--- config.mk ---
export PLATFORM = sky130hd
export DESIGN_NAME = pc_fetch_unit
export DESIGN_NICKNAME = d
export VERILOG_FILES = /design/src/rtl/fetch_pkg.sv /design/src/rtl/pc_next_mux.sv /design/src/rtl/pc_fetch_unit.sv
export SDC_FILE = /design/constraint.sdc
export NUM_CORES = 1
export LEC_CHECK = 0
export CAP_MARGIN = 0
export CORE_AREA = 2 2 128 130
export DETAILED_ROUTE_END_ITERATION = 12
export DIE_AREA = 0 0 130 132
export GPL_ROUTABILITY_DRIVEN = 0
export GPL_TIMING_DRIVEN = 0
export PLACE_DENSITY_LB_ADDON = 0.25
export RECOVER_POWER = 25
export SYNTH_ARGS = -nofsm -noshare
export SYNTH_HDL_FRONTEND = slang
export SYNTH_SLANG_ARGS = --single-unit
export TNS_END_PERCENT = 1
--- constraint.sdc ---
create_clock -name CLK -period 2.73 [get_ports CLK]
set_input_delay 0.546 -clock CLK [delete_from_list [all_inputs] [get_ports CLK]]
set_output_delay 0.546 -clock CLK [all_outputs]
set_load 0.05 [all_outputs]
--- src/rtl/fetch_pkg.sv ---
// Shared types and constants for the PC / instruction-fetch stage.
// Optional misaligned-target trap is enabled with `define PC_MISALIGN_TRAP_EN.
package fetch_pkg;

    localparam int unsigned XLEN_W = 32;
    localparam int unsigned SRC_W  = 3;

    typedef enum logic [SRC_W-1:0] {
        PC_SRC_PLUS4  = 3'd0,
        PC_SRC_JALR   = 3'd1,
        PC_SRC_BRANCH = 3'd2,
        PC_SRC_JAL    = 3'd3,
        PC_SRC_MTVEC  = 3'd4,
        PC_SRC_MEPC   = 3'd5
    } pc_src_t;

    typedef enum logic [1:0] {
        BOOT  = 2'd0,
        FETCH = 2'd1,
        READY = 2'd2
    } fetch_state_t;

    // Candidate redirect targets presented by the branch address generator and CSR file.
    typedef struct packed {
        logic [XLEN_W-1:0] jal;
        logic [XLEN_W-1:0] jalr;
        logic [XLEN_W-1:0] branch;
        logic [XLEN_W-1:0] mtvec;
        logic [XLEN_W-1:0] mepc;
    } pc_targets_t;

    localparam logic [XLEN_W-1:0] NOP_INSTR  = 32'h0000_0013;
    localparam logic [XLEN_W-1:0] PC_INC     = 32'd4;
    localparam logic [XLEN_W-1:0] WORD_MASK  = 32'hFFFF_FFFC;

    // RV32I jalr: target bit 0 is discarded.
    function automatic logic [XLEN_W-1:0] clear_lsb(input logic [XLEN_W-1:0] a);
        return {a[XLEN_W-1:1], 1'b0};
    endfunction

endpackage

--- src/rtl/pc_next_mux.sv ---
// Combinational next-PC selection with jalr LSB masking and word alignment.
// With PC_MISALIGN_TRAP_EN the raw target is passed through and flagged; otherwise it is word-aligned.
module pc_next_mux
    import fetch_pkg::*;
(
    input  logic [XLEN_W-1:0] pc,
    input  logic [SRC_W-1:0]  pc_source,
    input  pc_targets_t       targets,
    output logic [XLEN_W-1:0] pc_plus4,
    output logic [XLEN_W-1:0] next_pc,
    output logic              misaligned
);

    logic [XLEN_W-1:0] raw_target;

    always_comb begin
        pc_plus4   = pc + PC_INC;
        raw_target = pc_plus4;
        // Encodings 6 and 7 fall through to sequential flow.
        case (pc_source)
            PC_SRC_PLUS4:  raw_target = pc_plus4;
            PC_SRC_JALR:   raw_target = clear_lsb(targets.jalr);
            PC_SRC_BRANCH: raw_target = targets.branch;
            PC_SRC_JAL:    raw_target = targets.jal;
            PC_SRC_MTVEC:  raw_target = targets.mtvec;
            PC_SRC_MEPC:   raw_target = targets.mepc;
            default:       raw_target = pc_plus4;
        endcase
    end

`ifdef PC_MISALIGN_TRAP_EN
    assign next_pc    = raw_target;
    assign misaligned = |raw_target[1:0];
`else
    assign next_pc    = raw_target & WORD_MASK;
    assign misaligned = 1'b0;
`endif

endmodule

--- src/rtl/pc_fetch_unit.sv ---
// PC register, next-PC commit and instruction fetch handshake (BOOT -> FETCH -> READY).
// Define PC_MISALIGN_TRAP_EN to add the MISALIGN / MISALIGN_ADDR trap outputs.
module pc_fetch_unit
    import fetch_pkg::*;
#(
    parameter logic [31:0] RESET_VEC = 32'h0000_0000,
    parameter int unsigned XLEN      = 32
) (
    input  logic            CLK,
    input  logic            RST,
    input  logic            PC_WRITE,
    input  logic [2:0]      PC_SOURCE,
    input  logic [XLEN-1:0] JAL,
    input  logic [XLEN-1:0] JALR,
    input  logic [XLEN-1:0] BRANCH,
    input  logic [XLEN-1:0] MTVEC,
    input  logic [XLEN-1:0] MEPC,
    input  logic            IMEM_ACK,
    input  logic [XLEN-1:0] IMEM_RDATA,
    output logic            IMEM_REQ,
    output logic [XLEN-1:0] IMEM_ADDR,
    output logic [XLEN-1:0] PC,
    output logic [XLEN-1:0] PC_PLUS4,
    output logic [XLEN-1:0] IR,
`ifdef PC_MISALIGN_TRAP_EN
    output logic            MISALIGN,
    output logic [XLEN-1:0] MISALIGN_ADDR,
`endif
    output logic            IR_VALID
);

    fetch_state_t      state, state_next;
    logic [XLEN-1:0]   pc_q;
    logic [XLEN-1:0]   ir_q;
    logic              req_q;
    logic              ir_valid_q;
    logic [XLEN-1:0]   next_pc;
    logic              misaligned;
    logic              pc_load;
    logic              ir_load;
    pc_targets_t       targets;

    assign targets = '{jal: JAL, jalr: JALR, branch: BRANCH, mtvec: MTVEC, mepc: MEPC};

    pc_next_mux u_next_mux (
        .pc         (pc_q),
        .pc_source  (PC_SOURCE),
        .targets    (targets),
        .pc_plus4   (PC_PLUS4),
        .next_pc    (next_pc),
        .misaligned (misaligned)
    );

    always_ff @(posedge CLK or posedge RST) begin
        if (RST) state <= BOOT;
        else     state <= state_next;
    end

    // Commits are only honoured in READY; acks only in FETCH.
    always_comb begin
        state_next = state;
        pc_load    = 1'b0;
        ir_load    = 1'b0;
        case (state)
            BOOT: state_next = FETCH;
            FETCH: begin
                if (IMEM_ACK) begin
                    ir_load    = 1'b1;
                    state_next = READY;
                end
            end
            READY: begin
                if (PC_WRITE && !misaligned) begin
                    pc_load    = 1'b1;
                    state_next = FETCH;
                end
            end
            default: state_next = BOOT;
        endcase
    end

    // Request and valid flags are registered copies of the upcoming state.
    always_ff @(posedge CLK or posedge RST) begin
        if (RST) begin
            pc_q       <= RESET_VEC;
            ir_q       <= NOP_INSTR;
            req_q      <= 1'b0;
            ir_valid_q <= 1'b0;
        end else begin
            if (pc_load) pc_q <= next_pc;
            if (ir_load) ir_q <= IMEM_RDATA;
            req_q      <= (state_next == FETCH);
            ir_valid_q <= (state_next == READY);
        end
    end

`ifdef PC_MISALIGN_TRAP_EN
    logic            misalign_q;
    logic [XLEN-1:0] misalign_addr_q;

    always_ff @(posedge CLK or posedge RST) begin
        if (RST) begin
            misalign_q      <= 1'b0;
            misalign_addr_q <= '0;
        end else begin
            misalign_q <= (state == READY) && PC_WRITE && misaligned;
            if ((state == READY) && PC_WRITE && misaligned) misalign_addr_q <= next_pc;
        end
    end

    assign MISALIGN      = misalign_q;
    assign MISALIGN_ADDR = misalign_addr_q;
`endif

    assign PC        = pc_q;
    assign IMEM_ADDR = pc_q;
    assign IMEM_REQ  = req_q;
    assign IR        = ir_q;
    assign IR_VALID  = ir_valid_q;

endmodule

Word level (Yosys, flattened, before mapping)
Index checks and enable logic that the tools add are counted.
{"block": "totals", "mem_bits_rw": 0, "ff_bits": 66, "out_inout_bits": 130, "n_memories": 0, "word_cells": 24, "rom_bits": 0, "latch_bits": 0, "in_bits": 199}
{"block": "classes", "multipliers": 0, "n_lt_le_gt_ge": 0, "n_eq_ne": 9, "addsub": 1, "n_div": 0, "n_reduce_logical": 1, "bitwise_logic": 0, "n_mux": 8, "shift": 0}
{"op": "$pmux 32 s5", "count": 1}
{"op": "$add 32x3->32 const B", "count": 1}
{"op": "$eq 3x2->1 const B", "count": 2}
{"op": "$eq 3x3->1 const B", "count": 2}
{"op": "$pmux 2 s3", "count": 1}
{"op": "$eq 2x1->1 const B", "count": 2}
{"op": "$eq 2x2->1 const B", "count": 2}
{"op": "$mux 1", "count": 4}
{"op": "$mux 2", "count": 2}
{"op": "$eq 3x1->1 const B", "count": 1}
{"op": "$logic_not 2->1", "count": 1}

Depth between registers and ports, before layout
Gate-level depths: netlist of the first run.
{"block": "depth", "word_depth": 3, "mapped_depth": 8, "depth_no_buf": 6}

Hierarchy
A second synthesis of the first run with hierarchy kept.
{"block": "unflattened", "cells_unflattened": 514, "area_unflattened_um2": 5116.2}
{"module": "pc_fetch_unit", "cells_per_inst": 181, "instances": 1, "seq_area_each_um2": 1705.4, "area_per_inst_um2": 2929.1}
{"module": "pc_next_mux", "cells_per_inst": 333, "instances": 1, "seq_area_each_um2": 0.0, "area_per_inst_um2": 2187.1}

Least setup slack after synthesis of the first run
Ideal clock, no wire load.
{"block": "synth_path", "path_kind": "register to output", "from": "reg pc_q[5], in the netlist IMEM_ADDR[5]", "to": "out PC_PLUS4[31]", "setup_slack_ns": -0.449, "path_buffers": 1, "arrival_ns": 2.633, "t_required_ns": 2.184, "path_stages_with_launch": 7, "path_cell_list": "dfrtp_1 buf_2 nand4_2 nor4_4 and2_1 nand2_1 xnor2_1"}
{"block": "synth_between", "elab_chain_len": 1}
{"element": "from (decl)", "line": "pc_fetch_unit.sv:33", "text": "logic [XLEN-1:0] pc_q;"}
{"element": "from (signal assigned)", "line": "pc_fetch_unit.sv:90", "text": "if (pc_load) pc_q <= next_pc;"}
{"element": "$add 32x3->32", "line": "pc_next_mux.sv:17", "text": "pc_plus4 = pc + PC_INC;"}
{"element": "to (decl)", "line": "pc_fetch_unit.sv:23", "text": "output logic [XLEN-1:0] PC_PLUS4,"}
No other way between the ends.

Final worst setup path of the first run
{"block": "layout_path", "from": "reg pc_q[5], in the netlist IMEM_ADDR[5]", "to": "out PC_PLUS4[18]"}
The elaborated chain is that of the path after synthesis.

==> results of run 1 <==
cell families (layout without fill, tap and decap cells):
| kind of cell | count (synthesis) | count (layout) | synth area share, % |
|---|---|---|---|
| flip-flops | 66 | 66 | 32.2 |
| other | 1 | 7 | 0.0730 |
| AND/OR/NAND/NOR | 132 | 132 | 15.4 |
| buffers and inverters | 90 | 445 | 9.99 |
| AO/OA/AOI/OAI | 171 | 171 | 23.0 |
| multiplexers | 68 | 68 | 14.5 |
| XOR/XNOR | 27 | 27 | 4.60 |
| adder cells (fa/ha/maj) | 1 | 1 | 0.244 |
cell usage after synthesis (6+ instances only):
library cell	n
a21oi_1	39
and2_1	6
buf_2	26
buf_4	36
clkbuf_1	17
dfrtp_1	63
inv_1	7
mux2_2	51
mux2i_1	17
nand2_1	30
nand2b_1	7
nand3_1	13
nand4_1	10
nor2_1	17
nor3_1	11
o21a_1	9
o21ai_0	29
o221ai_1	12
o22a_1	10
o22ai_1	13
xnor2_1	18
xor2_1	9
power by group:
part	internal [W]	switching, W	leakage [nW]	total (W)
clock network	0.000649	0.000506	0.136	0.00116
registers	0.00150	0.000607	0.763	0.00211
logic	0.00294	0.00481	2.88	0.00776
total	0.00509	0.00593	3.78	0.0110
metal layers:
layer | GRT usage [%] | wire length [um] | share of wire (%) | vias to the layer above
met4 | 13.3 | 1080 | 4.3 | 6
met2 | 45.3 | 11700 | 47 | 427
met5 | 0 | 40 | 0.16 | -
met3 | 9.09 | 2920 | 12 | 78
met1 | 33.3 | 9240 | 37 | 2924
li1 | - | - | - | 2759
state kept, by name, indices dropped and copies added, names as in the netlist:
signal     cells
IMEM_ADDR     30
IMEM_REQ       1
IR            32
IR_VALID       1
state          2
through the flow:
step	util, %	instances	power [W]	worst slack, ps
floorplan	-	561	0.00693	-272
global placement	54.7	1087	0.00951	-875
detailed placement	54.7	1087	0.00955	-753
CTS	56.9	1107	0.0107	-142
global route	58.7	1133	0.0114	-67.2
finish	58.7	1133	0.0110	-17.0
worst max-delay path by stage:
stage / start / to / slack [ps] / depth (start not counted)
2_1_floorplan: IMEM_ADDR[2]$_DFFE_PP0P_ / PC_PLUS4[16] / -270 / 5
3_3_place_gp: RST / IMEM_ADDR[16]$_DFFE_PP0P_ / -880 / 2
3_5_place_dp: IMEM_ADDR[2]$_DFFE_PP0P_ / PC_PLUS4[25] / -750 / 6
4_1_cts: IMEM_ADDR[9]$_DFFE_PP0P_ / PC_PLUS4[31] / -140 / 9
5_1_grt: IMEM_ADDR[5]$_DFFE_PP0P_ / PC_PLUS4[18] / -70 / 8
6_report: IMEM_ADDR[5]$_DFFE_PP0P_ / PC_PLUS4[18] / -20 / 8
critical path, delay by kind of cell (launching register included):
family,cells,cell delay (ps)
XOR/XNOR,1,210
AND/OR/NAND/NOR,3,580
buffers and inverters,4,690
flip-flops,1,370
timing repair:
action                                  4_1_cts  5_1_grt
endpoints found under the setup margin       28       25
hold buffers                                  0        0
setup buffers                                 4       25
pin swaps                                     5        8
gates resized for setup                     141       33
cloned                                        0        0
area by class of cell:
type	count	area [um2]	share of cell area [%]
Antenna cell	1	2.50	0.0271
Buffer	82	507	5.50
Clock buffer	10	239	2.59
Clock inverter	6	50.0	0.543
Inverter	8	30.0	0.326
Multi-Input combinational cell	405	3150	34.2
Sequential cell	66	1670	18.1
Tap cell	216	270	2.93
Timing Repair Buffer	339	3300	35.8
==> impl_metrics.yaml, run 1 <==
route:
  drt_pass1_iterations: 5
  routedWlPerCell_um: 22.1
  drt_iter0_markers: 573
  drc: 0
  vias: 6194
  drt.antenna.violating_nets: 0
  viasPerCell: 5.47
  drt_wl_total_um: 25000
min_path:
  hp-start: "IR[7]$_DFFE_PP0P_"
  min_delay_worst_endpoint: "IR[7]$_DFFE_PP0P_"
  worstHoldPathCells: 1
  hold_class: "flop to flop"
worst_setup_path:
  worstPathMaxFanout: 6
  slowest_delay_ps: 370
  critPathKind: "flop to primary output"
  reg2regPathDepth: 5
  cp_common_cell: "buf_6"
  path_cells: "buf_6 > nand4_4 > buf_12 > nor4_4 > buf_4 > nand4_1 > xnor2_2 > buf_6"
  rr_endpoint: "IMEM_ADDR[29]$_DFFE_PP0P_"
  end_kind: "primary output"
  crit_slowest_cell: "dfrtp_1"
  cp.arrival_ps: 2200
  reg2reg_from: "state[0]$_DFF_PP0_"
  r2r_setup_slack_ps: 440
  cp-start-kind: "flop"
  crit_required_ps: 2180
timing:
  max_freq_mhz: 364
  period_share_pct: 101
  final.setup.tns_ps: -27.3
  setup_ws_ps: -17.0
  slew_violations: 0
  timing.final.crit_period_ps: 2750
  worst_slew_pin_slew_ps: 1480
  slew_headroom_pct: 1.10
  setup_viol: 2
  rsz0062_at_grt: "yes"
  fin_hold_ws_ps: 503
  finalHoldViolations: 0
  finalClockSkew_ps: 8.83
place:
  dpl_cell_area_um2: 8590
  place_hpwl_um: 18800
  io_buffers: 310
grt:
  grt_max_degree: 67
  grt_pass1_vias: 6054
  grt_pass1_wl_um: 35800
  antenna_found_initial: 4
  grt_use_total_pct: 28.0
  gr-total-overflow: 0
floorplan:
  io_pins: 329
  std_cell_rows: 46
  start_util_pct: 32.7
  die_h_um: 132
  core_um2: 15700
  die-area_um2: 17200
  die_width_um: 130
pwr:
  peakVddDrop_v: 0.000778
  leakage_nw: 3.78
  p_per_area_nw_per_um2: 1200
synthesis:
  synthArstFlopShare_pct: 100
  synth_cell_types: 70
  yosysSeqAreaShare_pct: 32.2
  synth_enable_flop_cells: 0
  synthCells: 556
  synth_warnings: 0
  synth-seq-cells: 66
  synthesis.area_um2: 5140
  yosysTopAreaCellShare_pct: 30.7
  synth_flop_cell: "dfrtp_1"
  synth.largest_area_cell: "dfrtp_1"
  synth_area_leaders: "dfrtp_1, mux2_2, buf_4, a21oi_1, mux2i_1"
  avgSynthCellArea_um2: 9.24
clock_tree:
  cts_tree: "yes"
  cts.sink_count: 66
  cts_root_buf: "clkbuf_16"
  cts_buffer_depth: 2
  cts-htree-levels: 3
  clk_latency_ps: 350
  numCtsBuffers: 9
  path_clk_slew_ps: 60
job:
  drv_cap: 1
layout:
  final_nets: 1111
  layout-drive-gt1-share_pct: 25.5
  syn2layout_area_growth_pct: 79.5
  final_cell_mix: "clkdlybuf4s50_1, buf_4, mux2_2"
  final_common_cell: "clkdlybuf4s50_1"
  stdcell_area_um2: 9220
  n_fill_cell: 1413
run_status:
  status: "complete, but fails checks"
  violations: "max-capacitance violations, negative setup slack"
No activity file was read; power rests on OpenSTA's default activity.
==> run 2, diff against run 1 <==
Settings changed: CELL_PAD_IN_SITES_DETAIL_PLACEMENT set to 1, CELL_PAD_IN_SITES_GLOBAL_PLACEMENT set to 2, CORE_AREA 2 2 128 130 to unset, CORE_MARGIN set to 2, CORE_UTILIZATION set to 20, DIE_AREA 0 0 130 132 to unset.
==> run 2 against run 1 <==
Effect of this change: the flow now finishes without violations; clock skew shrank 1.8 ps; setup slack better by 27 ps; global-route usage shrank 6.7 points; cell count rose by 9.5%; critical endpoint is now IMEM_ADDR[7]$_DFFE_PP0P_.
==> impl_metrics.yaml, run 2 (synthesis gave the netlist of run 1 again) <==
route:
  highest_layer: "met4"
  drt_iter0_markers: 262
  drt_wl_total_um: 29200
  wl_met3_um: 2760
  viasPerCell: 4.79
  drt.antenna.violating_nets: 0
  drc: 0
  vias: 5944
  wl_met1_um: 12100
  dr_wl_met2_um: 13800
  drt_pass1_iterations: 4
  routedWlPerCell_um: 23.5
pwr:
  p_int_w: 0.00510
  switchingPower_w: 0.00598
  pwr-share-comb_pct: 69.7
  seqPwrFrac_pct: 19.4
  p_clk_share_pct: 11.0
  p_per_area_nw_per_um2: 1180
  p_sw_share_pct: 54.0
  peakVddDrop_v: 0.000705
  leakage_nw: 3.76
clock_tree:
  numCtsBuffers: 9
  holdBufCountCts: 0
  cts_tree: "yes"
  cts_root_buf: "clkbuf_16"
  path_clk_slew_ps: 60
  cts.sink_count: 66
  clk_latency_ps: 350
  cts_buffer_depth: 2
  cts-htree-levels: 3
floorplan:
  core_um2: 25200
  die_width_um: 164
  die-area_um2: 27000
  std_cell_rows: 58
  die_h_um: 164
  start_util_pct: 20.4
  io_pins: 329
timing:
  setup_viol: 0
  max_freq_mhz: 368
  finalClockSkew_ps: 7.06
  period_share_pct: 99.6
  slew_headroom_pct: 47.0
  slew_violations: 0
  timing.final.crit_period_ps: 2720
  fin_hold_ws_ps: 505
  finalHoldViolations: 0
  worst_slew_pin_slew_ps: 795
  setup_ws_ps: 10.3
  rsz0062_at_grt: "yes"
grt:
  grt_max_degree: 59
  antenna_found_initial: 1
  grt_pass1_vias: 6414
  gr-total-overflow: 0
  grt_pass1_wl_um: 42000
  grt_use_total_pct: 21.2
worst_setup_path:
  crit_required_ps: 2920
  cp.arrival_ps: 2910
  cp-start-kind: "primary input"
  end_kind: "flop"
  critPathKind: "primary input to flop"
  r2r_setup_slack_ps: 350
  worstPathMaxFanout: 10
place:
  dp_slack_ps: -824
  io_buffers: 310
  place_hpwl_um: 22700
layout:
  fin_util_pct: 37.2
  final_cell_mix: "clkdlybuf4s50_1, buf_4, mux2_2"
  syn2layout_area_growth_pct: 82.5
  multiInputGateArea_um2: 3160
  final_nets: 1105
  final_common_cell: "clkdlybuf4s50_1"
  layout-drive-gt1-share_pct: 26.5
  n_fill_cell: 2889
  seq_area_um2: 1680
  largest_register_ffs: 32
run_status:
  status: "finished, final reports clean"
min_path:
  hold_class: "flop to flop"
job:
  drv_cap: 0
[run 2: changes by cell type in the layout (fill, tap and decap cells not counted), sizes merged, moves of 2 or more]
cell / previous run / this run
buf: 109 / 102
clkdlybuf4s50: 280 / 283
clkinv: 3 / 6
dlygate4sd2: 4 / 1
clkbuf: 31 / 33
dlygate4sd3: 3 / 1
inv: 9 / 7
[run 2: layout make-up]
class	instances	share of cell area, %
antenna	1	0.0267
buffer	82	5.55
clock buffer	9	2.40
clock inverter	7	0.841
inverter	8	0.334
multi-input combinational	405	33.7
sequential	66	17.9
tap	330	4.40
timing repair buffer	333	34.8
[run 2: path summary, 6_finish.rpt]
path / from / to / cells past startpoint
worst min-delay path: IR[12]$_DFFE_PP0P_ / IR[12]$_DFFE_PP0P_ / 1
worst min register to register: IR[12]$_DFFE_PP0P_ / IR[12]$_DFFE_PP0P_ / 1
max in group asynchronous: RST / IR[4]$_DFFE_PP1P_ / 3
worst max register to register: state[1]$_DFF_PP0_ / IMEM_ADDR[8]$_DFFE_PP0P_ / 5
min in group asynchronous: RST / IMEM_ADDR[12]$_DFFE_PP0P_ / 2
worst max-delay path: PC_SOURCE[2] / IMEM_ADDR[7]$_DFFE_PP0P_ / 7
[run 2: worst max-delay path, cell delays in order]
cell	delay (ps)
clkdlybuf4s50_1	650
buf_4	320
clkbuf_4	290
mux2i_1	210
a21oi_1	110
o31ai_1	670
a311oi_1	100
[run 2: power groups by stage]
stage / registers (W) / logic (W) / clock network (W)
after floorplan: 0.00362 / 0.00331 / 0
after CTS: 0.00216 / 0.00755 / 0.00124
final: 0.00215 / 0.00772 / 0.00122
after global routing: 0.00225 / 0.00807 / 0.00129
after detailed placement: 0.00214 / 0.00756 / 0
after global placement: 0.00212 / 0.00754 / 0
[run 2: per-layer routing]
metal / track usage [%] / up-vias
met5: 0 / -
met1: 25.6 / 2908
met3: 6.74 / 24
met2: 36.5 / 261
met4: 5.42 / 0
li1: - / 2751
[run 2: metrics by stage]
step / instances / instance area, um2 / setup TNS [ps] / total power [W]
6_report: 1241 / 9380 / 0 / 0.0111
5_1_grt: 1240 / 9370 / -277 / 0.0116
4_1_cts: 1222 / 9130 / -536 / 0.0110
3_5_place_dp: 1202 / 8760 / -15030 / 0.00970
3_3_place_gp: 1201 / 8730 / -82960 / 0.00966
2_1_floorplan: 561 / 5220 / -2380 / 0.00693
[run 2: repair_timing]
item | 4_1_cts | 5_1_grt
pin swaps | 7 | 13
setup buffers | 4 | 18
endpoints found under the setup margin | 30 | 28
gates resized for setup | 144 | 53
==> run 3, diff against run 2 <==
Settings changed: SLEW_MARGIN set to 30.
==> run 3 against run 2 <==
Effect of this change: clock power down 3%; worst hold slack better by 2.1 ps; count of clock-buffer cells in the layout unchanged; largest power group unchanged; highest routed layer is now met5; cell count down 0.64%; final area down 0.83%; die area unchanged; register-to-register slack about the same; sequential share of layout area up 0.14 points.
==> impl_metrics.yaml, run 3 (synthesis gave the netlist of run 1 again) <==
worst_setup_path:
  reg2reg_from: "state[1]$_DFF_PP0_"
  end_kind: "primary output"
  critPathKind: "flop to primary output"
  crit_required_ps: 2180
  worstPathMaxFanout: 5
  rr_endpoint: "IMEM_ADDR[8]$_DFFE_PP0P_"
  reg2regPathDepth: 5
  cp-start-kind: "flop"
  crit_buf_inv: 4
  crit_slowest_cell: "dfrtp_2"
  critPathTopFamily: "buffers and inverters"
  path_cells: "buf_4 > nand3_4 > nor4_4 > buf_4 > buf_6 > and2_4 > nand2_4 > xnor2_2 > buf_6"
  cp.arrival_ps: 2170
  r2r_setup_slack_ps: 340
  slowest_delay_ps: 440
timing:
  finalClockSkew_ps: 9.00
  rsz0062_at_grt: "yes"
  timing.final.crit_period_ps: 2720
  setup_viol: 0
  finalHoldViolations: 0
  slew_headroom_pct: 23.4
  max_freq_mhz: 368
  fin_hold_ws_ps: 507
  period_share_pct: 99.5
  worst_slew_pin_slew_ps: 1140
  slew_violations: 0
clock_tree:
  path_clk_slew_ps: 60
  clk_latency_ps: 340
  cts-htree-levels: 3
  cts_root_buf: "clkbuf_16"
  cts_buffer_depth: 2
  cts.sink_count: 66
  cts_tree: "yes"
  numCtsBuffers: 9
  holdBufCountCts: 0
min_path:
  hp-start: "IR[14]$_DFFE_PP0P_"
  hold_class: "flop to flop"
  min_delay_worst_endpoint: "IR[14]$_DFFE_PP0P_"
  worstHoldPathCells: 1
place:
  place_inst: 1202
  io_buffers: 310
  dpl_cell_area_um2: 8760
  place_hpwl_um: 22500
pwr:
  fin_total_pwr_w: 0.0110
  leakage_nw: 3.71
  peakVddDrop_v: 0.000743
  p_per_area_nw_per_um2: 1180
route:
  viasPerCell: 4.78
  drt_pass1_iterations: 4
  drc: 0
  routedWlPerCell_um: 23.5
  drt.antenna.violating_nets: 0
  drt_wl_total_um: 28900
  drt_iter0_markers: 295
  vias: 5894
layout:
  final_common_cell: "clkdlybuf4s50_1"
  final_cells: 1233
  stdcell_area_um2: 9300
  diodes: 0
  syn2layout_area_growth_pct: 81.0
  layout-drive-gt1-share_pct: 25.6
  final_nets: 1098
  largest_register_ffs: 32
  final_cell_mix: "clkdlybuf4s50_1, buf_4, mux2_2"
floorplan:
  die_width_um: 164
  start_util_pct: 20.4
  std_cell_rows: 58
  die-area_um2: 27000
  die_h_um: 164
  core_um2: 25200
  io_pins: 329
grt:
  grt_max_degree: 46
  grt_use_total_pct: 21.1
  gr-total-overflow: 0
  grt_pass1_vias: 6312
  antenna_found_initial: 2
  grt_pass1_wl_um: 41600
run_status:
  status: "finished, final reports clean"
job:
  drv_cap: 0
run 3: worst register-to-register path, delay by kind of cell (launching register included):
kind	cells	cell delay [ps]
simple gates	1	290
flops	1	420
buf+inv	2	1230
compound gates	2	330
run 3: how the worst max path moves through the flow:
stage / from / end / slack [ps] / depth (start not counted)
after floorplan: IMEM_ADDR[2]$_DFFE_PP0P_ / PC_PLUS4[16] / -270 / 5
after global placement: RST / IMEM_ADDR[29]$_DFFE_PP0P_ / -1060 / 2
after detailed placement: IMEM_ADDR[5]$_DFFE_PP0P_ / PC_PLUS4[25] / -820 / 7
after CTS: IMEM_ADDR[13]$_DFFE_PP0P_ / PC_PLUS4[31] / -130 / 8
after global routing: IMEM_ADDR[2]$_DFFE_PP0P_ / PC_PLUS4[12] / -50 / 6
final: IMEM_ADDR[3]$_DFFE_PP0P_ / PC_PLUS4[31] / 10 / 9
run 3: what timing repair did:
item	CTS	global route
endpoints found under the setup margin	30	28
cloned	0	0
gates resized for setup	142	49
pin swaps	3	7
setup buffers	5	10
hold endpoints to repair	0	0
run 3: per-layer routing:
metal	global-route usage, %	up-vias	share of wire (%)
li1	-	2731	-
met1	25.9	2853	42
met2	35.8	280	47
met3	6.29	28	9.9
met4	5.62	2	1.3
met5	0	-	0.024
run 3: metrics by stage:
stage / util, % / worst slack [ps] / TNS, ps
2_1_floorplan: - / -272 / -2380
3_3_place_gp: 34.7 / -1060 / -82960
3_5_place_dp: 34.8 / -815 / -15500
4_1_cts: 36.3 / -129 / -608
5_1_grt: 36.9 / -49.5 / -206
6_report: 36.9 / 13.1 / 0
run 3: layout make-up:
| cell class | count | area (um2) |
|---|---|---|
| flip-flops and latches | 66 | 1680 |
| plain buffers | 82 | 520 |
| repair buffers | 326 | 3180 |
| inverters | 8 | 31.3 |
| clock inverters | 7 | 70.1 |
| multi-input cells | 405 | 3180 |
| clock buffers | 9 | 225 |
| well taps | 330 | 413 |
| fillers | 2890 | 15900 |
run 3: where the power goes:
| group | switching (W) | internal (W) |
|---|---|---|
| sequential | 0.000665 | 0.00151 |
| combinational | 0.00481 | 0.00283 |
| clock | 0.000478 | 0.000703 |
| total | 0.00596 | 0.00504 |
